## src/rtl/ipq_fetch_unit.sv

```systemverilog
`default_nettype none
// ipq_fetch_unit: assembles one instruction (prefixes, opcode, ModRM, disp, imm)
// from the BCU prefetch queue and performs queue flush/retarget on branches.
module ipq_fetch_unit (
   input  logic            clk,
   input  logic            reset,
   input  logic            ce_1_i,
   input  logic            ce_2_i,
   input  logic [7:0][7:0] ipq_i,
   input  logic [3:0]      ipq_len_i,
   output logic [15:0]     ipq_head_o,
   output logic            pfp_set_o,
   input  logic            modrm_needed_i,
   input  logic [1:0]      imm_bytes_i,
   input  logic            branch_i,
   input  logic [15:0]     branch_target_i,
   output logic            insn_valid_o,
   input  logic            insn_accept_i,
   output logic [15:0]     insn_ip_o,
   output logic [3:0]      insn_len_o,
   output logic            seg_ovr_valid_o,
   output logic [1:0]      seg_ovr_o,
   output logic [1:0]      rep_o,
   output logic            lock_o,
   output logic            ext_o,
   output logic [7:0]      opcode_o,
   output logic [7:0]      modrm_o,
   output logic [15:0]     disp_o,
   output logic [15:0]     imm_o
);

   typedef enum logic [2:0] {
      S_PREFIX  = 3'd0,
      S_OP2     = 3'd1,
      S_MODRM   = 3'd2,
      S_DISP_LO = 3'd3,
      S_DISP_HI = 3'd4,
      S_IMM_LO  = 3'd5,
      S_IMM_HI  = 3'd6,
      S_HOLD    = 3'd7
   } state_t;

   state_t      state_q, state_d;
   logic        eval_q, eval_d;
   logic        disp2_q, disp2_d;
   logic        imm2_q, imm2_d;
   logic [15:0] head_q, head_d;
   logic        pfp_q, pfp_d;
   logic [15:0] ip_q, ip_d;
   logic [3:0]  len_q, len_d;
   logic        segv_q, segv_d;
   logic [1:0]  seg_q, seg_d;
   logic [1:0]  rep_q, rep_d;
   logic        lock_q, lock_d;
   logic        ext_q, ext_d;
   logic [7:0]  op_q, op_d;
   logic [7:0]  modrm_q, modrm_d;
   logic [15:0] disp_q, disp_d;
   logic [15:0] imm_q, imm_d;

   logic [7:0]  w_byte;
   logic        w_take;
   logic        w_clear;
   state_t      w_imm_state;
   logic        unused_ce_2;

   assign unused_ce_2 = ce_2_i;

   always_comb begin
      state_d = state_q;
      eval_d  = eval_q;
      disp2_d = disp2_q;
      imm2_d  = imm2_q;
      head_d  = head_q;
      pfp_d   = branch_i;
      ip_d    = ip_q;
      len_d   = len_q;
      segv_d  = segv_q;
      seg_d   = seg_q;
      rep_d   = rep_q;
      lock_d  = lock_q;
      ext_d   = ext_q;
      op_d    = op_q;
      modrm_d = modrm_q;
      disp_d  = disp_q;
      imm_d   = imm_q;
      w_clear = 1'b0;
      w_byte  = ipq_i[head_q[2:0]];
      // A pending opcode evaluation never consumes a byte
      w_take  = (state_q != S_HOLD) && !eval_q && (ipq_len_i != 4'd0) && !pfp_q && !branch_i;
      w_imm_state = (imm_bytes_i == 2'd0) ? S_HOLD : S_IMM_LO;

      if (w_take) begin
         head_d = head_q + 16'd1;
         if (len_q != 4'hF) len_d = len_q + 4'd1;
      end

      case (state_q)
         S_PREFIX: begin
            if (w_take) begin
               if (len_q == 4'd0) ip_d = head_q;
               case (w_byte)
                  8'h26, 8'h2E, 8'h36, 8'h3E: begin
                     segv_d = 1'b1;
                     seg_d  = w_byte[4:3];
                  end
                  8'hF2: rep_d  = 2'd1;
                  8'hF3: rep_d  = 2'd2;
                  8'hF0: lock_d = 1'b1;
                  8'h0F: begin
                     ext_d   = 1'b1;
                     state_d = S_OP2;
                  end
                  default: begin
                     op_d    = w_byte;
                     eval_d  = 1'b1;
                     state_d = S_MODRM;
                  end
               endcase
            end
         end
         S_OP2: begin
            if (w_take) begin
               op_d    = w_byte;
               eval_d  = 1'b1;
               state_d = S_MODRM;
            end
         end
         S_MODRM: begin
            if (eval_q) begin
               eval_d = 1'b0;
               if (!modrm_needed_i) begin
                  imm2_d  = imm_bytes_i[1];
                  state_d = w_imm_state;
               end
            end else if (w_take) begin
               modrm_d = w_byte;
               if (w_byte[7:6] == 2'b00 && w_byte[2:0] == 3'b110) begin
                  disp2_d = 1'b1;
                  state_d = S_DISP_LO;
               end else if (w_byte[7:6] == 2'b01) begin
                  disp2_d = 1'b0;
                  state_d = S_DISP_LO;
               end else if (w_byte[7:6] == 2'b10) begin
                  disp2_d = 1'b1;
                  state_d = S_DISP_LO;
               end else begin
                  imm2_d  = imm_bytes_i[1];
                  state_d = w_imm_state;
               end
            end
         end
         S_DISP_LO: begin
            if (w_take) begin
               disp_d = {{8{w_byte[7]}}, w_byte};
               if (disp2_q) begin
                  state_d = S_DISP_HI;
               end else begin
                  imm2_d  = imm_bytes_i[1];
                  state_d = w_imm_state;
               end
            end
         end
         S_DISP_HI: begin
            if (w_take) begin
               disp_d[15:8] = w_byte;
               imm2_d       = imm_bytes_i[1];
               state_d      = w_imm_state;
            end
         end
         S_IMM_LO: begin
            if (w_take) begin
               imm_d   = {8'h00, w_byte};
               state_d = imm2_q ? S_IMM_HI : S_HOLD;
            end
         end
         S_IMM_HI: begin
            if (w_take) begin
               imm_d[15:8] = w_byte;
               state_d     = S_HOLD;
            end
         end
         S_HOLD: begin
            if (insn_accept_i) begin
               w_clear = 1'b1;
               state_d = S_PREFIX;
            end
         end
         default: state_d = S_PREFIX;
      endcase

      // Branch wins over accept and over any fetch in the same ce_1
      if (branch_i) begin
         head_d  = branch_target_i;
         w_clear = 1'b1;
         state_d = S_PREFIX;
      end

      if (w_clear) begin
         eval_d  = 1'b0;
         disp2_d = 1'b0;
         imm2_d  = 1'b0;
         ip_d    = 16'd0;
         len_d   = 4'd0;
         segv_d  = 1'b0;
         seg_d   = 2'd0;
         rep_d   = 2'd0;
         lock_d  = 1'b0;
         ext_d   = 1'b0;
         op_d    = 8'd0;
         modrm_d = 8'd0;
         disp_d  = 16'd0;
         imm_d   = 16'd0;
      end
   end

   always_ff @(posedge clk) begin
      if (reset) begin
         state_q <= S_PREFIX;
         eval_q  <= 1'b0;
         disp2_q <= 1'b0;
         imm2_q  <= 1'b0;
         head_q  <= 16'd0;
         pfp_q   <= 1'b0;
         ip_q    <= 16'd0;
         len_q   <= 4'd0;
         segv_q  <= 1'b0;
         seg_q   <= 2'd0;
         rep_q   <= 2'd0;
         lock_q  <= 1'b0;
         ext_q   <= 1'b0;
         op_q    <= 8'd0;
         modrm_q <= 8'd0;
         disp_q  <= 16'd0;
         imm_q   <= 16'd0;
      end else if (ce_1_i) begin
         state_q <= state_d;
         eval_q  <= eval_d;
         disp2_q <= disp2_d;
         imm2_q  <= imm2_d;
         head_q  <= head_d;
         pfp_q   <= pfp_d;
         ip_q    <= ip_d;
         len_q   <= len_d;
         segv_q  <= segv_d;
         seg_q   <= seg_d;
         rep_q   <= rep_d;
         lock_q  <= lock_d;
         ext_q   <= ext_d;
         op_q    <= op_d;
         modrm_q <= modrm_d;
         disp_q  <= disp_d;
         imm_q   <= imm_d;
      end
   end

   assign ipq_head_o      = head_q;
   assign pfp_set_o       = pfp_q;
   assign insn_valid_o    = (state_q == S_HOLD);
   assign insn_ip_o       = ip_q;
   assign insn_len_o      = len_q;
   assign seg_ovr_valid_o = segv_q;
   assign seg_ovr_o       = seg_q;
   assign rep_o           = rep_q;
   assign lock_o          = lock_q;
   assign ext_o           = ext_q;
   assign opcode_o        = op_q;
   assign modrm_o         = modrm_q;
   assign disp_o          = disp_q;
   assign imm_o           = imm_q;

endmodule
`default_nettype wire

```

## config.mk

```make
export PLATFORM = sky130hd
export DESIGN_NAME = ipq_fetch_unit
export DESIGN_NICKNAME = d
export VERILOG_FILES = /design/src/rtl/ipq_fetch_unit.sv
export SDC_FILE = /design/constraint.sdc
export NUM_CORES = 1
export LEC_CHECK = 0
export ABC_AREA = 1
export CORE_ASPECT_RATIO = 0.7
export CORE_MARGIN = 3
export CORE_UTILIZATION = 30
export CTS_CLUSTER_DIAMETER = 40
export DETAILED_ROUTE_END_ITERATION = 10
export PLACE_DENSITY = 0.58
export SYNTH_ARGS = -nofsm -noshare
export SYNTH_HDL_FRONTEND = slang
export SYNTH_SLANG_ARGS = --single-unit
```

## constraint.sdc

```tcl
create_clock -name clk -period 5.1 [get_ports clk]
set_input_delay 0.51 -clock clk [delete_from_list [all_inputs] [get_ports clk]]
set_output_delay 0.51 -clock clk [all_outputs]
set_load 0.01 [all_outputs]
```

==> results of run 1 <==
[where the power goes]
part | switching (W) | internal, W
sequential | 0.0000501 | 0.000813
clock | 0.000332 | 0.000396
combinational | 0.000336 | 0.000248
total | 0.000718 | 0.00146
[cell families (layout without fill, tap and decap cells)]
group / Yosys count / count (layout) / synth area share, %
buffers and inverters: 143 / 308 / 11.26
and+or+nand+nor: 400 / 400 / 31.95
AOI/OAI and AO/OA: 163 / 163 / 18.92
DFF: 98 / 98 / 36.10
adders and majority gates: 7 / 7 / 1.611
xor gates and xnor gates: 1 / 1 / 0.1612
[per-layer routing]
metal | vias to the layer above | track usage (%)
met5 | - | 0
met4 | 0 | 3.349
met3 | 12 | 4.781
met2 | 201 | 26.65
met1 | 2581 | 27.23
li1 | 2981 | -
[state kept, by name, indices dropped and copies added, names as in the netlist, 3 cells and up]
register and cells:
disp_o 16, imm_o 16, insn_ip_o 16, ipq_head_o 16, modrm_o 8, opcode_o 8
insn_len_o 4, state_q 3
[worst register-to-register path: cells and delay by family (launching register included)]
family                     cells  cell delay [ps]
DFF                            1              800
buffers and inverters          2              380
and+or+nand+nor                8              990
AOI/OAI and AO/OA              3              430
adders and majority gates      1              190
[area by class of cell]
cell class | count | area, um^2 | area share [%]
Clock inverter | 7 | 95.09 | 1.236
Multi-Input combinational cell | 571 | 2861 | 37.19
Tap cell | 231 | 289.0 | 3.757
Timing Repair Buffer | 189 | 1874 | 24.36
Inverter | 103 | 386.6 | 5.025
Clock buffer | 9 | 225.2 | 2.927
Sequential cell | 98 | 1962 | 25.50
[worst max path at each step]
stage	to	slack [ps]	start
2_1_floorplan	eval_q	2740	ipq_head_o[0]
3_3_place_gp	insn_ip_o[1]	1720	branch_i
5_1_grt	disp2_q	1710	branch_i
6_report	imm_o[11]	2020	branch_i
4_1_cts	insn_ip_o[15]	2030	branch_i
3_5_place_dp	insn_ip_o[9]	1670	branch_i
[per-stage QoR]
stage / setup WS, ps / utilization, % / instances
global route: 1714 / 44.05 / 1208
CTS: 2035 / 44.05 / 1208
global placement: 1718 / 42.21 / 1192
detailed placement: 1666 / 42.21 / 1192
finish: 2021 / 44.05 / 1208
floorplan: 2741 / - / 812
[placed cells by master (no fill, tap or decap), types with 9 or more instances in the layout]
cell | synthesis | final
a211oi_1 | 17 | 17
nand2_1 | 186 | 186
a21oi_1 | 54 | 54
clkbuf_16 | 0 | 9
nand3_1 | 74 | 74
inv_1 | 94 | 94
nor2_1 | 98 | 98
a21oi_2 | 10 | 10
o21ai_0 | 39 | 39
inv_2 | 9 | 9
o221ai_1 | 10 | 10
nor2_2 | 11 | 11
dfxtp_1 | 98 | 98
a22oi_1 | 9 | 9
clkdlybuf4s50_1 | 0 | 183
==> impl_results.md, run 1 <==
- Post-DP Area: 7373 um^2
- Synth Cell Area: 5435 um^2
- CTS sink count: 98
- Vias in the first global route: 5,403
- Leak Pwr: 3.147 nW
- CP Depth: 8
- Number of port buffers: 184
- Drt drc: 0
- Reg-to-reg critical path startpoint: ipq_head_o[1]
- Largest net degree at the start of global routing: between 60 and 70
- Syn_area_per_cell: 6.694 um^2
- Final ANT Viol Nets: 0
- Share of the synthesized area in the top cell type: roughly 36%
- CP Cell Sequence: clkdlybuf4s50_1, inv_2, nand2_2, inv_2, nor2_2, a21oi_1, a22oi_1, nor2_1
- Period utilization: 60.38%
- Top Layer Used: met4
- VDD IR max: between 0.0001 and 0.00015 V
- Drt first pass iters: 5
- WL met1: about 9400 um
- Fin. max-slew vios: 0
- Worst-margin pin slew: 881.4 ps
- Die area: 19,790 um^2
- Core box area: 17,470 um^2
- Max Freq: 324.8 MHz
- Most used cell, CP: inv_2
- CP Capture Type: flip-flop
- Delay of the slowest critical-path stage: ~590 ps
- Hold Buf Count CTS: 0
- Share of cells above drive strength 1: 7.369%
- Data required, critical path: 5380 ps
- Worst hold path cell count: 2
- Post-synth ARST share: 0%
- H-tree levels: 3
- Cell Pwr Density: 282.7 nW/um^2
- Reg2Reg Depth: 14
- Startpoint types: input port
- Post-DP HPWL: 13,560 um
- CTS resizes: 0
- Clock-pin slew on the worst setup and hold paths: 70 ps
- HP Class: flip-flop to flip-flop
- Post-CTS Setup Inserts: 0
- Outcome: finished clean
- Syn nets: 912
- Kind of critical path: input port to flip-flop
- Total GRT Usage: 18.30%
- WP buf/inv: 3
- Die Wd: around 170 um
- Most common cell in the netlist: nand2_1
- Tot Pwr: 0.002175 W
- CTS tree: yes
- Max FO, Critical Path: 34
- Crit path max-delay family: buffers and inverters
- FP Rows: 40
- Cts bufs inserted: 9
- Yosys cell types: 42
- Worst-Skew Late Latency: 350 ps
- Initial DRC Count: 391
- Top post-synthesis cells by count: nand2_1, dfxtp_1, nor2_1
- Area growth, synth to finish: 41.55%
- Flop2flop setup slack: 2210 ps
- Vias per std cell: between 4 and 5
- Final WL: about 19,000 um
- Max-cap violations: 0
- GP Congestion: 0.8156
- Initial antenna violation count: 0
- Cell area after layout: ~7700 um^2
- WL met3: 1368 um
- Worst Hold Path EP: rep_o[0]
- Area leader, netlist: dfxtp_1
- Met2 WL: 7556 um
- CP arrival: 3360 ps
- Synth Instances: 812
- Final hold vios: 0
- RSZ-0062 raised after global routing: false
- Antenna diodes: 0
- Grt ovf: 0
- First-pass GRT wire length: 29,530 um
- Final min period: about 3000 ps
- Hold_sp: rep_o[0]
- Fillers: 1,809
- Synth top area cells: dfxtp_1, nand2_1, nand3_1
- Ys Warns: 0
- Root buf cell: clkbuf_16
- Fin nets: 1,072
- Synth Register Bits: 98
- Sequential area share after synthesis: 36.10%
- Ports: 186
- Clk buf depth: 2
- Die height: ~120 um
- Main synth FF type: dfxtp_1
- EDFF count, synth: 0
- Vias: 5,775
- Setup TNS: 0 ps
- # setup viols final: 0
- FF-to-FF End: opcode_o[4]
- Initial cell density of the core: 31.12%
- Worst clock skew: 11.36 ps
- Slew headroom: approximately two fifths
- WL/cell: 15.32 um
- Slowest-stage cell, CP: a21oi_1
- Hold WS: 454.6 ps
Note: power is estimated with default switching activity, not from simulation.
==> run 2: changes to the inputs <==
clock period = 2.84 ns   (was 5.1 ns; I/O delays follow)
==> run 2 against run 1 <==
  * Register-to-register slack got worse by 1900 ps
  * Non-clock buffer count increased by 10
  * Design area increased by 1.3%
  * First-iteration DRC count increased by 19%
  * Routed wire length decreased by 0.36%
  * Sequential power increased by 78%
  * Global-route usage increased by 0.062 points
  * Critical path depth increased by 6
  * Setup slack got worse by 1700 ps
  * Die area unchanged
  * Final cell count increased by 0.91%
  * Critical endpoint is now eval_q
==> impl_results.md, run 2 (synthesized netlist as in run 1, its figures left out) <==
- CP arrival: 2800 ps (-560 ps)
- Area growth, synth to finish: 43.44%
- Data required, critical path: 3080 ps (-2300 ps)
- Initial antenna violation count: 0 (unchanged)
- Cts bufs inserted: 9 (unchanged)
- Kind of critical path: flip-flop to flip-flop
- Initial cell density of the core: 31.12% (unchanged)
- CTS resizes: 0 (unchanged)
- Startpoint types: flip-flop
- Sequential power share: 39.0% (-0.7 points)
- Int Power: 0.002636 W (+81%)
- Leak Pwr: 3.205 nW (+1.8%)
- Fin nets: 1,082 (+0.93%)
- Slew headroom: 51.68% (+11 points)
- Hold Buf Count CTS: 0 (unchanged)
- CTS tree: yes
- Max Freq: ~390 MHz
- VDD IR max: 0.0002625 V (+81%)
- CP Cell Sequence: buf_12, inv_2, o21ai_0, o221ai_1, nand2_1, inv_1, ha_1, nand3_1, nor2_2, o211ai_1, nand3_2, nand2_4, a21oi_1, nor2_1
- Drt first pass iters: 5 (unchanged)
- Max-cap violations: 0 (unchanged)
- Number of port buffers: 184 (unchanged)
- Reg2Reg Depth: 14 (unchanged)
- Delay of the slowest critical-path stage: 330 ps (-260 ps)
- Outcome: finished clean
- Post-DP HPWL: 13,760 um (+1.5%)
- Clock power frac: 33.4% (about the same)
- WL/cell: 15.13 um (-1.3%)
- CTS sink count: 98 (unchanged)
- Worst-Skew Late Latency: 350 ps (about the same)
- Sw Ratio: 33.06% (+0.036 points)
- HP Class: input port to flip-flop
- Clock-pin slew on the worst setup and hold paths: 80 ps (about the same)
- CP Capture Type: flip-flop
- Worst clock skew: 10.93 ps (-0.4238 ps)
- First-pass GRT wire length: 29,730 um (+0.65%)
- GP Congestion: 0.8292 (+1.7%)
- Crit path max-delay family: simple AND/OR/NAND/NOR gates
- # setup viols final: 0 (unchanged)
- Commonest non-fill, non-tap cell in the layout: nand2_1
- Grt ovf: 0 (unchanged)
- Clk buf depth: 2 (unchanged)
- Die height: 118.6 um (unchanged)
- Final WL: 18,440 um (-0.36%)
- Worst slack at placement: 329.7 ps (-1337 ps)
- Largest net degree at the start of global routing: 64 (-1.5%)
- FP Rows: 40 (unchanged)
- Drt drc: 0 (unchanged)
- Final min period: 2565 ps
- H-tree levels: 3 (unchanged)
- Flop2flop setup slack: 280 ps (-1930 ps)
- Vias per std cell: 4.800 (+0.40%)
- Die Wd: 166.9 um (unchanged)
- Share of cells above drive strength 1: 8.308% (+0.94 points)
- Commonest cells after routing, fill and taps aside: nand2_1, clkdlybuf4s50_1, nor2_1, dfxtp_1, inv_1
- Post-CTS Setup Inserts: 0 (unchanged)
- CP Depth: 14 (+6)
- Net Switching: 0.001302 W (+81%)
- Cell Pwr Density: 505.2 nW/um^2 (+79%)
- Inst Count DP: 1,202 (+0.84%)
- Vias in the first global route: 5,434 (+0.57%)
- Core box area: 17,470 um^2 (unchanged)
- Root buf cell: clkbuf_16
- Slowest-stage cell, CP: dfxtp_1
- Final hold vios: 0 (unchanged)
- Worst-margin pin slew: 724.8 ps (-156.5 ps)
- Logic pwr share: 27.5% (+0.6 points)
- Layout Cells excl Fill: 1,219 (+0.91%)
- Vias: 5,851 (+1.3%)
- Cell area after layout: 7796 um^2 (+1.3%)
- Max FO, Critical Path: 40 (+18%)
- Ports: 186 (unchanged)
- Die area: 19,790 um^2 (unchanged)
- Initial DRC Count: 466 (+19%)
- Setup TNS: 0 ps (unchanged)
- RSZ-0062 raised after global routing: false
- Period utilization: 90.31%
- Post-route setup slack: 275.3 ps (-1746 ps)
- Worst hold path cell count: 4 (+2)
- Fin. max-slew vios: 0 (unchanged)
- Post-DP Area: 7473 um^2 (+1.4%)
- Total GRT Usage: 18.36% (+0.062 points)
- Final ANT Viol Nets: 0 (unchanged)
- WP buf/inv: 3 (unchanged)
run 2: cell count changes in the layout (fill, tap and decap cells not counted):
cell / change
diode_2: +1
buf_4: +8
clkinv_4: -1
buf_12: +2
inv_6: +1
run 2: power groups by stage:
stage	logic, W	clock network [W]	registers, W
floorplan	0.000604	0	0.00159
global placement	0.00108	0	0.00157
detailed placement	0.00108	0	0.00157
CTS	0.00109	0.00136	0.00154
global route	0.00121	0.00140	0.00155
finish	0.00108	0.00132	0.00154
run 2: cell type report:
| class | count | area [um^2] |
|---|---|---|
| sequential | 98 | 1962 |
| clock inverter | 7 | 95.09 |
| antenna | 1 | 2.502 |
| timing repair buffer | 199 | 1974 |
| clock buffer | 9 | 225.2 |
| inverter | 103 | 386.6 |
| multi-input combinational | 571 | 2861 |
| fill | 1821 | 9671 |
| tap | 231 | 289.0 |
run 2: per-layer routing:
| layer | track usage [%] | part of all wire [%] | wire, um | vias to the layer above |
|---|---|---|---|---|
| met4 | 2.215 | 0.56 | 104 | 0 |
| met2 | 25.81 | 40 | 7439 | 192 |
| met1 | 28.52 | 52 | 9537 | 2647 |
| met5 | 0 | 0 | 0 | - |
| met3 | 4.814 | 7.4 | 1361 | 9 |
| li1 | - | - | - | 3003 |
run 2: worst register-to-register path, cell delays in order (launching register included):
cell      delay (ps)
dfxtp_1          330
buf_12           170
inv_2            240
o21ai_0          110
o221ai_1         250
nand2_1          170
inv_1            110
ha_1             140
nand3_1           90
nor2_2           170
o211ai_1         150
nand3_2          130
nand2_4          160
a21oi_1          180
nor2_1            60
run 2: per-stage QoR:
stage / power [W] / util, % / hold slack (ps)
2_1_floorplan: 0.002190 / - / 378.1
3_3_place_gp: 0.002647 / 42.79 / 435.6
3_5_place_dp: 0.002652 / 42.79 / 437.8
4_1_cts: 0.003985 / 44.62 / 351.1
5_1_grt: 0.004168 / 44.62 / 403.3
6_report: 0.003939 / 44.63 / 352.0
run 2: final timing paths:
kind                 startpoint         end
setup / recovery  ipq_head_o[0]      eval_q
hold / removal            reset  state_q[0]
setup reg to reg  ipq_head_o[0]      eval_q
hold reg to reg        rep_o[0]    rep_o[0]
==> run 3: changes to the inputs <==
CTS_CLUSTER_SIZE = 12   (was not set)
DONT_BUFFER_PORTS = 1   (was not set)
PLACE_DENSITY = 0.45   (was 0.58)
==> run 3 against run 2 <==
  * Flip-flop and latch count unchanged
  * Clock-buffer cell count up 2
  * Sequential power up 3%
  * Fmax up 2.2%
  * Sequential share of layout area up 7.6 points
  * First-iteration DRC count down 21%
==> impl_results.md, run 3 (synthesized netlist as in run 1, its figures left out) <==
- Initial DRC Count: 367 (-21%)
- CP Capture Point: disp_o[9]
- WP buf/inv: 4 (+1)
- Slowest-stage cell, CP: dfxtp_1
- Critical path launch point: state_q[2]
- Slew headroom: 52.59% (+0.92 points)
- Antenna diodes: 0 (-1)
- Post-DP HPWL: 13,730 um (-0.24%)
- Largest net degree at the start of global routing: 41 (-36%)
- Max Freq: 398.7 MHz (+2.2%)
- Data required, critical path: 3070 ps (about the same)
- Initial cell density of the core: 31.12% (unchanged)
- Initial antenna violation count: 0 (unchanged)
- Worst-Skew Late Latency: 350 ps (about the same)
- Number of port buffers: 0 (-100%)
- Commonest cells after routing, fill and taps aside: nand2_1, nor2_1, dfxtp_1
- Fin. max-slew vios: 0 (unchanged)
- Post-DP Area: 5617 um^2 (-25%)
- Setup TNS: 0 ps (unchanged)
- Fin nets: 901 (-17%)
- Commonest non-fill, non-tap cell in the layout: nand2_1
- Die height: 118.6 um (unchanged)
- Reg2Reg Depth: 11 (-3)
- Die Wd: 166.9 um (unchanged)
- Die area: 19,790 um^2 (unchanged)
- Ports: 186 (unchanged)
- CTS sink count: 98 (unchanged)
- HP Class: input port to flip-flop
- CP Depth: 11 (-3)
- Delay of the slowest critical-path stage: 510 ps (+180 ps)
- FP Rows: 40 (unchanged)
- VDD IR max: 0.0003575 V (+36%)
- Worst-margin pin slew: 711.1 ps (-13.74 ps)
- Crit path max-delay family: simple AND/OR/NAND/NOR gates
- Vias in the first global route: 4,917 (-9.5%)
- Final hold vios: 0 (unchanged)
- Period utilization: 88.33% (-2.0 points)
- Tot Pwr: 0.003702 W (-6.0%)
- Post-route setup slack: 331.6 ps (+56.28 ps)
- Kind of critical path: flip-flop to flip-flop
- Final ANT Viol Nets: 0 (unchanged)
- Worst clock skew: 6.914 ps (-4.019 ps)
- CP Cell Sequence: nand3_2, inv_2, nand2_1, nand2_2, inv_2, nor2_2, inv_1, o21ai_2, nand2_2, o221ai_1, inv_1
- Max FO, Critical Path: 11 (-73%)
- CP Capture Type: flip-flop
- Final WL: 18,550 um (+0.55%)
- Cell area after layout: 5986 um^2 (-23%)
- Drt drc: 0 (unchanged)
- Clk buf depth: 2 (unchanged)
- Cts bufs inserted: 9 (unchanged)
- GP Congestion: 0.8738 (+5.4%)
- Leak Pwr: 2.538 nW (-21%)
- Root buf cell: clkbuf_16
- CTS tree: yes
- Clock-pin slew on the worst setup and hold paths: 70 ps (about the same)
- Flop2flop setup slack: 330 ps (+60 ps)
- Cell Pwr Density: 618.5 nW/um^2 (+22%)
- Vias: 5,282 (-9.7%)
- Startpoint types: flip-flop
- # setup viols final: 0 (unchanged)
- Vias per std cell: 5.098 (+6.2%)
- Grt ovf: 0 (unchanged)
- RSZ-0062 raised after global routing: false
- WL/cell: 17.90 um (+18%)
- Area growth, synth to finish: 10.13%
- FF-to-FF End: disp_o[9]
- Fin util: 34.27% (-10 points)
- First-pass GRT wire length: 28,200 um (-5.1%)
- Core box area: 17,470 um^2 (unchanged)
- Share of cells above drive strength 1: 9.814% (+1.5 points)
- Final min period: 2508 ps (-56.28 ps)
- H-tree levels: 3 (unchanged)
- Reg-to-reg critical path startpoint: state_q[2]
- Max-cap violations: 0 (unchanged)
- Drt first pass iters: 4 (-1)
- Total GRT Usage: 18.05% (-0.31 points)
- Outcome: finished clean
- CP arrival: 2740 ps (-60 ps)
- Worst slack at placement: 357.0 ps (+27.22 ps)
run 3: cell count changes in the layout (fill, tap and decap cells not counted), sizes merged:
cell / previous run / this run
buf: 16 / 15
bufinv: 1 / 2
clkbuf: 9 / 11
clkdlybuf4s50: 183 / 0
clkinv: 2 / 1
diode: 1 / 0
dlygate4sd3: 0 / 3
inv: 107 / 104
run 3: metrics by stage:
stage / cells / hold WS [ps]
floorplan: 812 / 378.1
global placement: 1017 / 359.5
detailed placement: 1017 / 362.6
CTS: 1034 / 0.6550
global route: 1036 / 0.1417
finish: 1036 / 23.01
run 3: how the worst min path moves through the flow:
| stage | from | end | slack, ps | cells after the start |
|---|---|---|---|---|
| 2_1_floorplan | ce_1_i | pfp_set_o | 380 | 1 |
| 3_3_place_gp | reset | insn_ip_o[6] | 360 | 1 |
| 3_5_place_dp | reset | insn_ip_o[15] | 360 | 1 |
| 4_1_cts | reset | disp_o[7] | 0.7 | 1 |
| 5_1_grt | reset | modrm_o[7] | 0.1 | 1 |
| 6_report | ce_1_i | pfp_set_o | 20 | 1 |
run 3: metal layers:
| metal | vias up | track usage (%) | share of wire, % | wire, um |
|---|---|---|---|---|
| met5 | - | 0 | 0 | 0 |
| met4 | 0 | 4.173 | 1.3 | 246 |
| met3 | 16 | 6.319 | 7.6 | 1415 |
| met2 | 172 | 26.88 | 43 | 7927 |
| met1 | 2463 | 25.08 | 48 | 8956 |
| li1 | 2631 | - | - | - |
run 3: layout make-up:
class                           instances  area (um^2)
Timing Repair Buffer                   18        167.7
Sequential cell                        98         1962
Multi-Input combinational cell        571         2861
Fill cell                            1890        11480
Tap cell                              231        289.0
Clock buffer                           11        242.7
Inverter                              103        389.1
Clock inverter                          4        73.82
run 3: power by group:
group	switching (W)	leakage (nW)	internal (W)
clock network	0.000541	0.156	0.000794
logic	0.000534	1.58	0.000243
registers	0.000129	0.801	0.00146
total	0.00120	2.54	0.00250
run 3: timing repair:
item                                    in CTS  in global routing
resized for setup                            0                  2
hold endpoints to repair                    40                  1
buffers inserted                             0                  0
hold buffers                                 2                  2
endpoints found under the setup margin       0                  1
